### src/rtl/wb_line_master.sv
// Word-to-line Wishbone classic master adapter: one registered bus cycle per CPU request.
// Optional one-line read buffer enabled by defining WB_LINE_BUFFER_EN.
module wb_line_master #(
   parameter int unsigned WORD_WIDTH = 16,
   parameter int unsigned LINE_WIDTH = 128,
   parameter int unsigned ADDR_WIDTH = 16
) (
   input  logic                                         clk,
   input  logic                                         rst_n,
   input  logic                                         cpu_req,
   input  logic                                         cpu_we,
   input  logic [ADDR_WIDTH-1:0]                        cpu_addr,
   input  logic [WORD_WIDTH/8-1:0]                      cpu_be,
   input  logic [WORD_WIDTH-1:0]                        cpu_wdata,
   output logic [WORD_WIDTH-1:0]                        cpu_rdata,
   output logic                                         cpu_resp,
   input  logic                                         buf_inv,
   output logic [ADDR_WIDTH-$clog2(LINE_WIDTH/8)-1:0]   wb_adr,
   output logic [LINE_WIDTH-1:0]                        wb_dat_m,
   input  logic [LINE_WIDTH-1:0]                        wb_dat_s,
   output logic [LINE_WIDTH/8-1:0]                      wb_sel,
   output logic                                         wb_we,
   output logic                                         wb_stb,
   output logic                                         wb_cyc,
   input  logic                                         wb_ack
);

   localparam int unsigned WB    = WORD_WIDTH / 8;
   localparam int unsigned LB    = LINE_WIDTH / 8;
   localparam int unsigned WOFF  = $clog2(WB);
   localparam int unsigned LOFF  = $clog2(LB);
   localparam int unsigned IDXW  = LOFF - WOFF;
   localparam int unsigned TAGW  = ADDR_WIDTH - LOFF;
   localparam int unsigned NLANE = LINE_WIDTH / WORD_WIDTH;

   typedef enum logic [1:0] {IDLE, BUS, DONE} state_e;

   state_e                state_q, state_d;
   logic [IDXW-1:0]       idx_q, idx_d;
   logic [TAGW-1:0]       adr_q, adr_d;
   logic [LB-1:0]         sel_q, sel_d;
   logic [LINE_WIDTH-1:0] dat_q, dat_d;
   logic                  we_q, we_d;
   logic                  stb_q, stb_d;
   logic                  resp_q, resp_d;
   logic [WORD_WIDTH-1:0] rdata_q, rdata_d;

   logic [IDXW-1:0]       req_idx_c;
   logic [TAGW-1:0]       req_tag_c;
   logic [LB-1:0]         rd_sel_c, wr_sel_c;
   logic                  unused_c;

   assign req_idx_c = cpu_addr[LOFF-1:WOFF];
   assign req_tag_c = cpu_addr[ADDR_WIDTH-1:LOFF];
   assign rd_sel_c  = LB'({WB{1'b1}}) << (32'(req_idx_c) * WB);
   assign wr_sel_c  = LB'(cpu_be) << (32'(req_idx_c) * WB);
   // Sub-word address bits carry no information for a word-sized port.
   assign unused_c  = ^{cpu_addr, buf_inv};

`ifdef WB_LINE_BUFFER_EN
   logic [LINE_WIDTH-1:0] buf_dat_q, buf_dat_d;
   logic [TAGW-1:0]       buf_tag_q, buf_tag_d;
   logic                  buf_vld_q, buf_vld_d;
   logic                  hit_c;

   assign hit_c = buf_vld_q && !buf_inv && (buf_tag_q == req_tag_c);
`endif

   // Next-state and registered-output computation.
   always_comb begin
      state_d = state_q;
      idx_d   = idx_q;
      adr_d   = adr_q;
      sel_d   = sel_q;
      dat_d   = dat_q;
      we_d    = we_q;
      stb_d   = stb_q;
      resp_d  = 1'b0;
      rdata_d = rdata_q;
`ifdef WB_LINE_BUFFER_EN
      buf_dat_d = buf_dat_q;
      buf_tag_d = buf_tag_q;
      buf_vld_d = buf_vld_q;
`endif
      unique case (state_q)
         IDLE: begin
            if (cpu_req) begin
               idx_d = req_idx_c;
               if (cpu_we && (cpu_be == '0)) begin
                  state_d = DONE;
                  resp_d  = 1'b1;
               end
`ifdef WB_LINE_BUFFER_EN
               else if (!cpu_we && hit_c) begin
                  state_d = DONE;
                  resp_d  = 1'b1;
                  rdata_d = buf_dat_q[32'(req_idx_c) * WORD_WIDTH +: WORD_WIDTH];
               end
`endif
               else begin
                  state_d = BUS;
                  stb_d   = 1'b1;
                  we_d    = cpu_we;
                  adr_d   = req_tag_c;
                  sel_d   = cpu_we ? wr_sel_c : rd_sel_c;
                  if (cpu_we) dat_d = {NLANE{cpu_wdata}};
               end
            end
         end
         BUS: begin
            if (wb_ack) begin
               state_d = DONE;
               stb_d   = 1'b0;
               we_d    = 1'b0;
               resp_d  = 1'b1;
               if (!we_q) rdata_d = wb_dat_s[32'(idx_q) * WORD_WIDTH +: WORD_WIDTH];
`ifdef WB_LINE_BUFFER_EN
               if (!we_q) begin
                  buf_dat_d = wb_dat_s;
                  buf_tag_d = adr_q;
                  buf_vld_d = 1'b1;
               end else if (buf_vld_q && (buf_tag_q == adr_q)) begin
                  for (int unsigned b = 0; b < LB; b++)
                     if (sel_q[b]) buf_dat_d[b*8 +: 8] = dat_q[b*8 +: 8];
               end
`endif
            end
         end
         DONE:    state_d = IDLE;
         default: state_d = IDLE;
      endcase
`ifdef WB_LINE_BUFFER_EN
      if (buf_inv) buf_vld_d = 1'b0;
`endif
   end

   always_ff @(posedge clk or negedge rst_n) begin
      if (!rst_n) begin
         state_q <= IDLE;
         idx_q   <= '0;
         adr_q   <= '0;
         sel_q   <= '0;
         dat_q   <= '0;
         we_q    <= 1'b0;
         stb_q   <= 1'b0;
         resp_q  <= 1'b0;
         rdata_q <= '0;
      end else begin
         state_q <= state_d;
         idx_q   <= idx_d;
         adr_q   <= adr_d;
         sel_q   <= sel_d;
         dat_q   <= dat_d;
         we_q    <= we_d;
         stb_q   <= stb_d;
         resp_q  <= resp_d;
         rdata_q <= rdata_d;
      end
   end

`ifdef WB_LINE_BUFFER_EN
   always_ff @(posedge clk or negedge rst_n) begin
      if (!rst_n) begin
         buf_dat_q <= '0;
         buf_tag_q <= '0;
         buf_vld_q <= 1'b0;
      end else begin
         buf_dat_q <= buf_dat_d;
         buf_tag_q <= buf_tag_d;
         buf_vld_q <= buf_vld_d;
      end
   end
`endif

   assign wb_adr    = adr_q;
   assign wb_sel    = sel_q;
   assign wb_dat_m  = dat_q;
   assign wb_we     = we_q;
   assign wb_stb    = stb_q;
   assign wb_cyc    = stb_q;
   assign cpu_resp  = resp_q;
   assign cpu_rdata = rdata_q;

endmodule

### config.mk
export PLATFORM = sky130hd
export DESIGN_NAME = wb_line_master
export DESIGN_NICKNAME = d
export VERILOG_FILES = /design/src/rtl/wb_line_master.sv
export SDC_FILE = /design/constraint.sdc
export NUM_CORES = 1
export LEC_CHECK = 0
export ABC_AREA = 1
export BUFFER_PORTS_ARGS = -buffer_cell sky130_fd_sc_hd__buf_2
export CAP_MARGIN = 20
export CORE_AREA = 2 2 134 136
export CTS_CLUSTER_DIAMETER = 200
export CTS_CLUSTER_SIZE = 20
export DETAILED_ROUTE_END_ITERATION = 10
export DIE_AREA = 0 0 136 138
export GPL_ROUTABILITY_DRIVEN = 0
export GPL_TIMING_DRIVEN = 0
export PLACE_DENSITY_LB_ADDON = 0.1
export SYNTH_ARGS = -nofsm -noshare
export SYNTH_HDL_FRONTEND = slang
export SYNTH_SLANG_ARGS = --single-unit
### constraint.sdc
create_clock -name clk -period 1.55 [get_ports clk]
set_input_delay 0.31 -clock clk [delete_from_list [all_inputs] [get_ports clk]]
set_output_delay 0.31 -clock clk [all_outputs]
set_load 0.05 [all_outputs]
==> flow_metrics.py, run 1 <==
metrics = {
    "clocking": {
        "clkTransAtPathRegs_ps": 60,
        "root_buffer": "clkbuf_16",
        "cts_tree": "built",
        "numCtsBuffers": 9,
        "cts.sinks": 68,
        "clock_path_buffers": 2,
        "htreeDepth": 3,
        "clkLatencyLatePin_ps": 320,
    },
    "logic_synthesis": {
        "yosysSeqAreaShare_pct": 33.2,
        "synthCells": 763,
        "avgSynthCellArea_um2": 6.71,
        "syn-cell-area_um2": 5120,
        "synth_top_area_cell": "dfrtp_1",
        "synth_area_leaders": "dfrtp_1 33%, nand2_1 21%, buf_4 17%",
        "ys_seq_elements": 68,
        "syn-num-nets": 931,
        "synth.distinct_cells": 20,
        "synth_warnings": 0,
        "synth_top_area_share_pct": 33.2,
    },
    "setup_path": {
        "reg2reg_depth": 7,
        "cp_max_fo": 9,
        "rr_endpoint": "cpu_rdata[6]",
        "cp.required_ps": 1240,
        "critPathLaunch": "wb_dat_m[111]",
        "critPathKind": "reg -> out",
        "crit_arrival_ps": 1190,
        "r2r_setup_slack_ps": 110,
        "critPathLaunchType": "flop",
        "reg2reg_from": "idx_q[0]",
        "end_kind": "output pin",
        "endpoint": "wb_dat_m[63]",
    },
    "floorplanning": {
        "core_um2": 17500,
        "num_rows": 49,
        "die_y_um": 138,
        "die_w_um": 136,
        "fp.dieArea_um2": 18800,
        "start_util_pct": 29.2,
        "io_pins": 344,
    },
    "cells_and_area": {
        "area_growth_pct": 48.3,
        "multi_input_area_um2": 1950,
        "register_area_um2": 1720,
        "instances_no_fill": 1355,
        "fin_nets": 1289,
        "layout.core_utilization_pct": 43.3,
        "mostFrequentLayoutCells": "343 x buf_2, 288 x nand2_1, 132 x buf_4",
        "drive_gt1_share_pct": 48.1,
        "num_antenna_cells": 0,
        "stdcell_area_um2": 7590,
        "nFillCells": 1992,
        "final_common_cell": "buf_2",
    },
    "detailed_routing": {
        "wirelength_um": 18500,
        "drtIter0Drc": 229,
        "drtPass1Iterations": 5,
        "drcViolationCount": 0,
        "vias_per_cell": 4.14,
        "via_count": 5611,
        "drtAntennaViolNets": 0,
        "wire_per_inst_um": 13.7,
    },
    "power_and_ir_drop": {
        "peakVddDrop_mv": 2.29,
        "power_mw": 19.8,
        "pwr_density_cell_nw_per_um2": 2610,
        "p_leak_nw": 4.85,
    },
    "run_status": {
        "status": "finished, final reports clean",
    },
    "timing": {
        "worst_slew_pin_slew_ps": 447,
        "setup_violations": 0,
        "slew_violations": 0,
        "min_period_ps": 1500,
        "fmax_ghz": 0.667,
        "worst_slack_ps": 51.5,
        "hold_ws_ps": 182,
        "fin_crit_sh_pct": 96.7,
        "rsz0062_at_grt": "true",
        "setup_tns_ps": 0,
        "finalHoldViolCount": 0,
        "skew_ps": 5.34,
        "maxSlewHeadroom_pct": 70.2,
    },
    "grt": {
        "grt-ovfl-total": 0,
        "grt_max_degree": 63,
        "grt_use_met2_pct": 34.3,
        "met1_usage_pct": 23.8,
        "track_usage_pct": 19.4,
        "grt_antenna_before_repair": 0,
        "grt-busiest-layer": "met2",
        "met3_usage_pct": 4.11,
        "grt_pass1_vias": 5328,
        "grt_pass1_wl_um": 28500,
    },
    "place": {
        "place_hpwl_um": 14800,
        "pre_cts_slack_ps": -91.1,
        "io_buffers": 340,
        "placedCellCount": 1333,
        "dpl_cell_area_um2": 7140,
    },
    "hold_path": {
        "hold_path.class": "in -> reg",
    },
    "flow_run": {
        "drv_cap": 0,
    },
}
[worst min path at each step]
stage	from	end	cells after the start
6_report	cpu_addr[14]	wb_adr[10]	3
5_1_grt	cpu_addr[5]	wb_adr[1]	3
3_5_place_dp	rst_n	wb_sel[7]	1
2_1_floorplan	rst_n	cpu_rdata[0]	0
3_3_place_gp	wb_adr[3]	wb_adr[3]	2
4_1_cts	cpu_addr[14]	wb_adr[10]	3
[Yosys cell counts, drive strengths merged]
master	number
nand3	121
inv	108
nand4	1
nor2	4
clkbuf	8
o21ai	22
buf	139
dfrtp	68
nand2	292
[report_power, final]
group / leakage (nW) / switching [mW] / total [mW] / internal (mW)
logic: 3.84 / 10.2 / 14.4 / 4.14
registers: 0.846 / 0.718 / 3.18 / 2.46
clock network: 0.162 / 0.753 / 2.29 / 1.54
total: 4.85 / 11.7 / 19.8 / 8.15
[final cells by class]
cell class	count	share of cell area, %
clock buffer	13	3.56
multi-input combinational	440	25.6
clock inverter	3	0.890
timing repair buffer	347	23.6
sequential	68	22.7
tap	229	3.77
inverter	108	5.39
buffer	147	14.4
[cell families (layout without fill, tap and decap cells)]
kind of cell	Yosys count	after routing	synth area share [%]
compound gates	22	22	2.59
buf+inv	255	618	28.7
simple gates	418	418	35.4
flops	68	68	33.2
[layer usage]
| metal | wire length [um] | share of wire [%] |
|---|---|---|
| met5 | 0 | 0 |
| met4 | 253 | 1.4 |
| met3 | 1250 | 6.7 |
| met2 | 9230 | 50 |
| met1 | 7770 | 42 |
[registers in the layout, indices dropped and copies added, names as in the netlist]
| signal | flops |
|---|---|
| wb_we | 1 |
| state_q | 2 |
| wb_dat_m | 16 |
| wb_sel | 16 |
| cpu_resp | 1 |
| cpu_rdata | 16 |
| wb_adr | 12 |
| wb_cyc | 1 |
| idx_q | 3 |
[critical path: stages (launching register included)]
cell	delay [ps]
dfrtp_2	470
buf_4	140
buf_2	250
[repair_timing]
action / 4_1_cts / 5_1_grt
endpoints found under the hold margin: 6 / 0
endpoints found under the setup margin: 125 / 23
setup buffers: 0 / 5
hold buffers: 1 / 0
pin swaps: 0 / 1
gates resized for setup: 21 / 31
Power figures use the tool's default switching activity.
==> inputs of run 2 (changes only) <==
--- a/config.mk
+++ b/config.mk
@@ -6,13 +6,13 @@
 export NUM_CORES = 1
 export LEC_CHECK = 0
 export ABC_AREA = 1
-export BUFFER_PORTS_ARGS = -buffer_cell sky130_fd_sc_hd__buf_2
 export CAP_MARGIN = 20
-export CORE_AREA = 2 2 134 136
+export CORE_AREA = 2 2 135 137
 export CTS_CLUSTER_DIAMETER = 200
 export CTS_CLUSTER_SIZE = 20
 export DETAILED_ROUTE_END_ITERATION = 10
-export DIE_AREA = 0 0 136 138
+export DIE_AREA = 0 0 137 139
+export DONT_BUFFER_PORTS = 1
 export GPL_ROUTABILITY_DRIVEN = 0
 export GPL_TIMING_DRIVEN = 0
 export PLACE_DENSITY_LB_ADDON = 0.1
==> run 2 against run 1 <==
Effect of this change:
- the run now ends with hold timing left
- die area grew 1.5%
- clock skew is essentially flat
- fmax grew 1.1%
- worst hold slack lost 520 ps
- sequential share of layout area grew 7.8 points
- final cell count shrank 25%
==> flow_metrics.py, run 2 (synthesized netlist as in run 1, its figures left out) <==
metrics = {
    "detailed_routing": {
        "wl_met1_um": 6850,
        "drtAntennaViolNets": 0,
        "wire_per_inst_um": 16.6,
        "drtIter0Drc": 159,
        "wl_met3_um": 1490,
        "drtPass1Iterations": 5,
        "via_count": 4585,
        "wirelength_um": 16800,
        "drcViolationCount": 0,
        "highest_layer": "met4",
        "vias_per_cell": 4.54,
        "met2_wirelength_um": 8120,
    },
    "setup_path": {
        "path_cells": "buf_4",
        "critPathLaunchType": "flop",
        "path_buf_inv": 1,
        "cp_num_cells": 1,
        "reg2reg_depth": 6,
        "path_delay_family": "flip-flops",
        "crit_path_max_incr_delay_ps": 580,
        "critPathKind": "reg -> out",
        "cp.required_ps": 1240,
        "cpMaxStageDelayCell": "dfrtp_4",
        "cp_max_fo": 9,
        "reg2reg_from": "idx_q[2]",
        "end_kind": "output pin",
        "critPathLaunch": "wb_dat_m[120]",
        "crit_arrival_ps": 1170,
    },
    "floorplanning": {
        "fp.dieArea_um2": 19000,
        "start_util_pct": 29.0,
        "num_rows": 49,
        "core_um2": 17700,
        "die_y_um": 139,
        "die_w_um": 137,
        "io_pins": 344,
    },
    "timing": {
        "worst_slew_pin_slew_ps": 533,
        "worst_slack_ps": 67.9,
        "fmax_ghz": 0.675,
        "min_period_ps": 1480,
        "maxSlewHeadroom_pct": 64.5,
        "finalHoldViolCount": 68,
        "setup_violations": 0,
        "slew_violations": 0,
        "fin_crit_sh_pct": 95.6,
        "rsz0062_at_grt": "false",
        "skew_ps": 5.79,
        "hold_ws_ps": -337,
    },
    "hold_path": {
        "hold_path.class": "in -> async",
    },
    "cells_and_area": {
        "final_common_cell": "nand2_1",
        "mostFrequentLayoutCells": "288 x nand2_1, 125 x buf_4, 120 x nand3_1",
        "multi_input_area_um2": 1950,
        "layout.core_utilization_pct": 32.9,
        "stdcell_area_um2": 5800,
        "area_growth_pct": 13.3,
        "fin_nets": 945,
        "register_area_um2": 1770,
        "num_antenna_cells": 0,
        "nFillCells": 1982,
        "drive_gt1_share_pct": 25.5,
    },
    "clocking": {
        "htreeDepth": 3,
        "clkLatencyLatePin_ps": 340,
        "cts.sinks": 68,
        "root_buffer": "clkbuf_16",
        "cts_tree": "built",
        "numCtsBuffers": 9,
        "clock_path_buffers": 2,
        "clkTransAtPathRegs_ps": 60,
    },
    "grt": {
        "grt_pass1_wl_um": 24300,
        "grt-ovfl-total": 0,
        "grt_pass1_vias": 4347,
        "track_usage_pct": 16.8,
        "grt_max_degree": 69,
        "grt_antenna_before_repair": 0,
    },
    "place": {
        "place_hpwl_um": 13300,
        "pre_cts_slack_ps": -127,
        "dpl_cell_area_um2": 5410,
        "io_buffers": 0,
    },
    "flow_run": {
        "drv_cap": 0,
    },
    "run_status": {
        "violations": "hold timing",
        "status": "finished, violations left",
    },
}
==> run 2: metal layers <==
layer	up-vias	global-route usage, %
li1	2224	-
met1	2136	20.7
met2	202	27.5
met3	23	5.56
met4	0	5.53
met5	-	0
==> run 2: metrics by stage <==
stage	instances	setup TNS, ps
after floorplan	763	0
after global placement	992	-403
after CTS	1007	0
after global routing	1010	0
final	1010	0
after detailed placement	992	-678
==> run 2: worst paths after layout <==
path | end | slack, ps
max | wb_dat_m[88] | 70
min reg2reg | state_q[0] | 610
max in group asynchronous | idx_q[0] | 1750
max reg2reg | cpu_rdata[2] | 100
min in group clk | state_q[0] | 70
min | wb_dat_m[114] | -340
==> run 2: area by class of cell <==
class / count / area share [%]
flip-flops and latches: 68 / 30.4
well taps: 229 / 4.94
repair buffers: 3 / 0.388
plain buffers: 147 / 18.8
clock inverters: 5 / 0.927
clock buffers: 10 / 3.95
inverters: 108 / 7.03
multi-input cells: 440 / 33.6
==> run 2: what timing repair did <==
action | in CTS | in global routing
pin swaps | 0 | 1
hold endpoints to repair | 68 | 68
buffers inserted | 0 | 3
endpoints found under the setup margin | 127 | 59
resized for setup | 33 | 26
Power of run 2 is left out: the tool's default activity adds up to more than one toggle a clock period on the data nets, which glitch-free logic cannot reach.
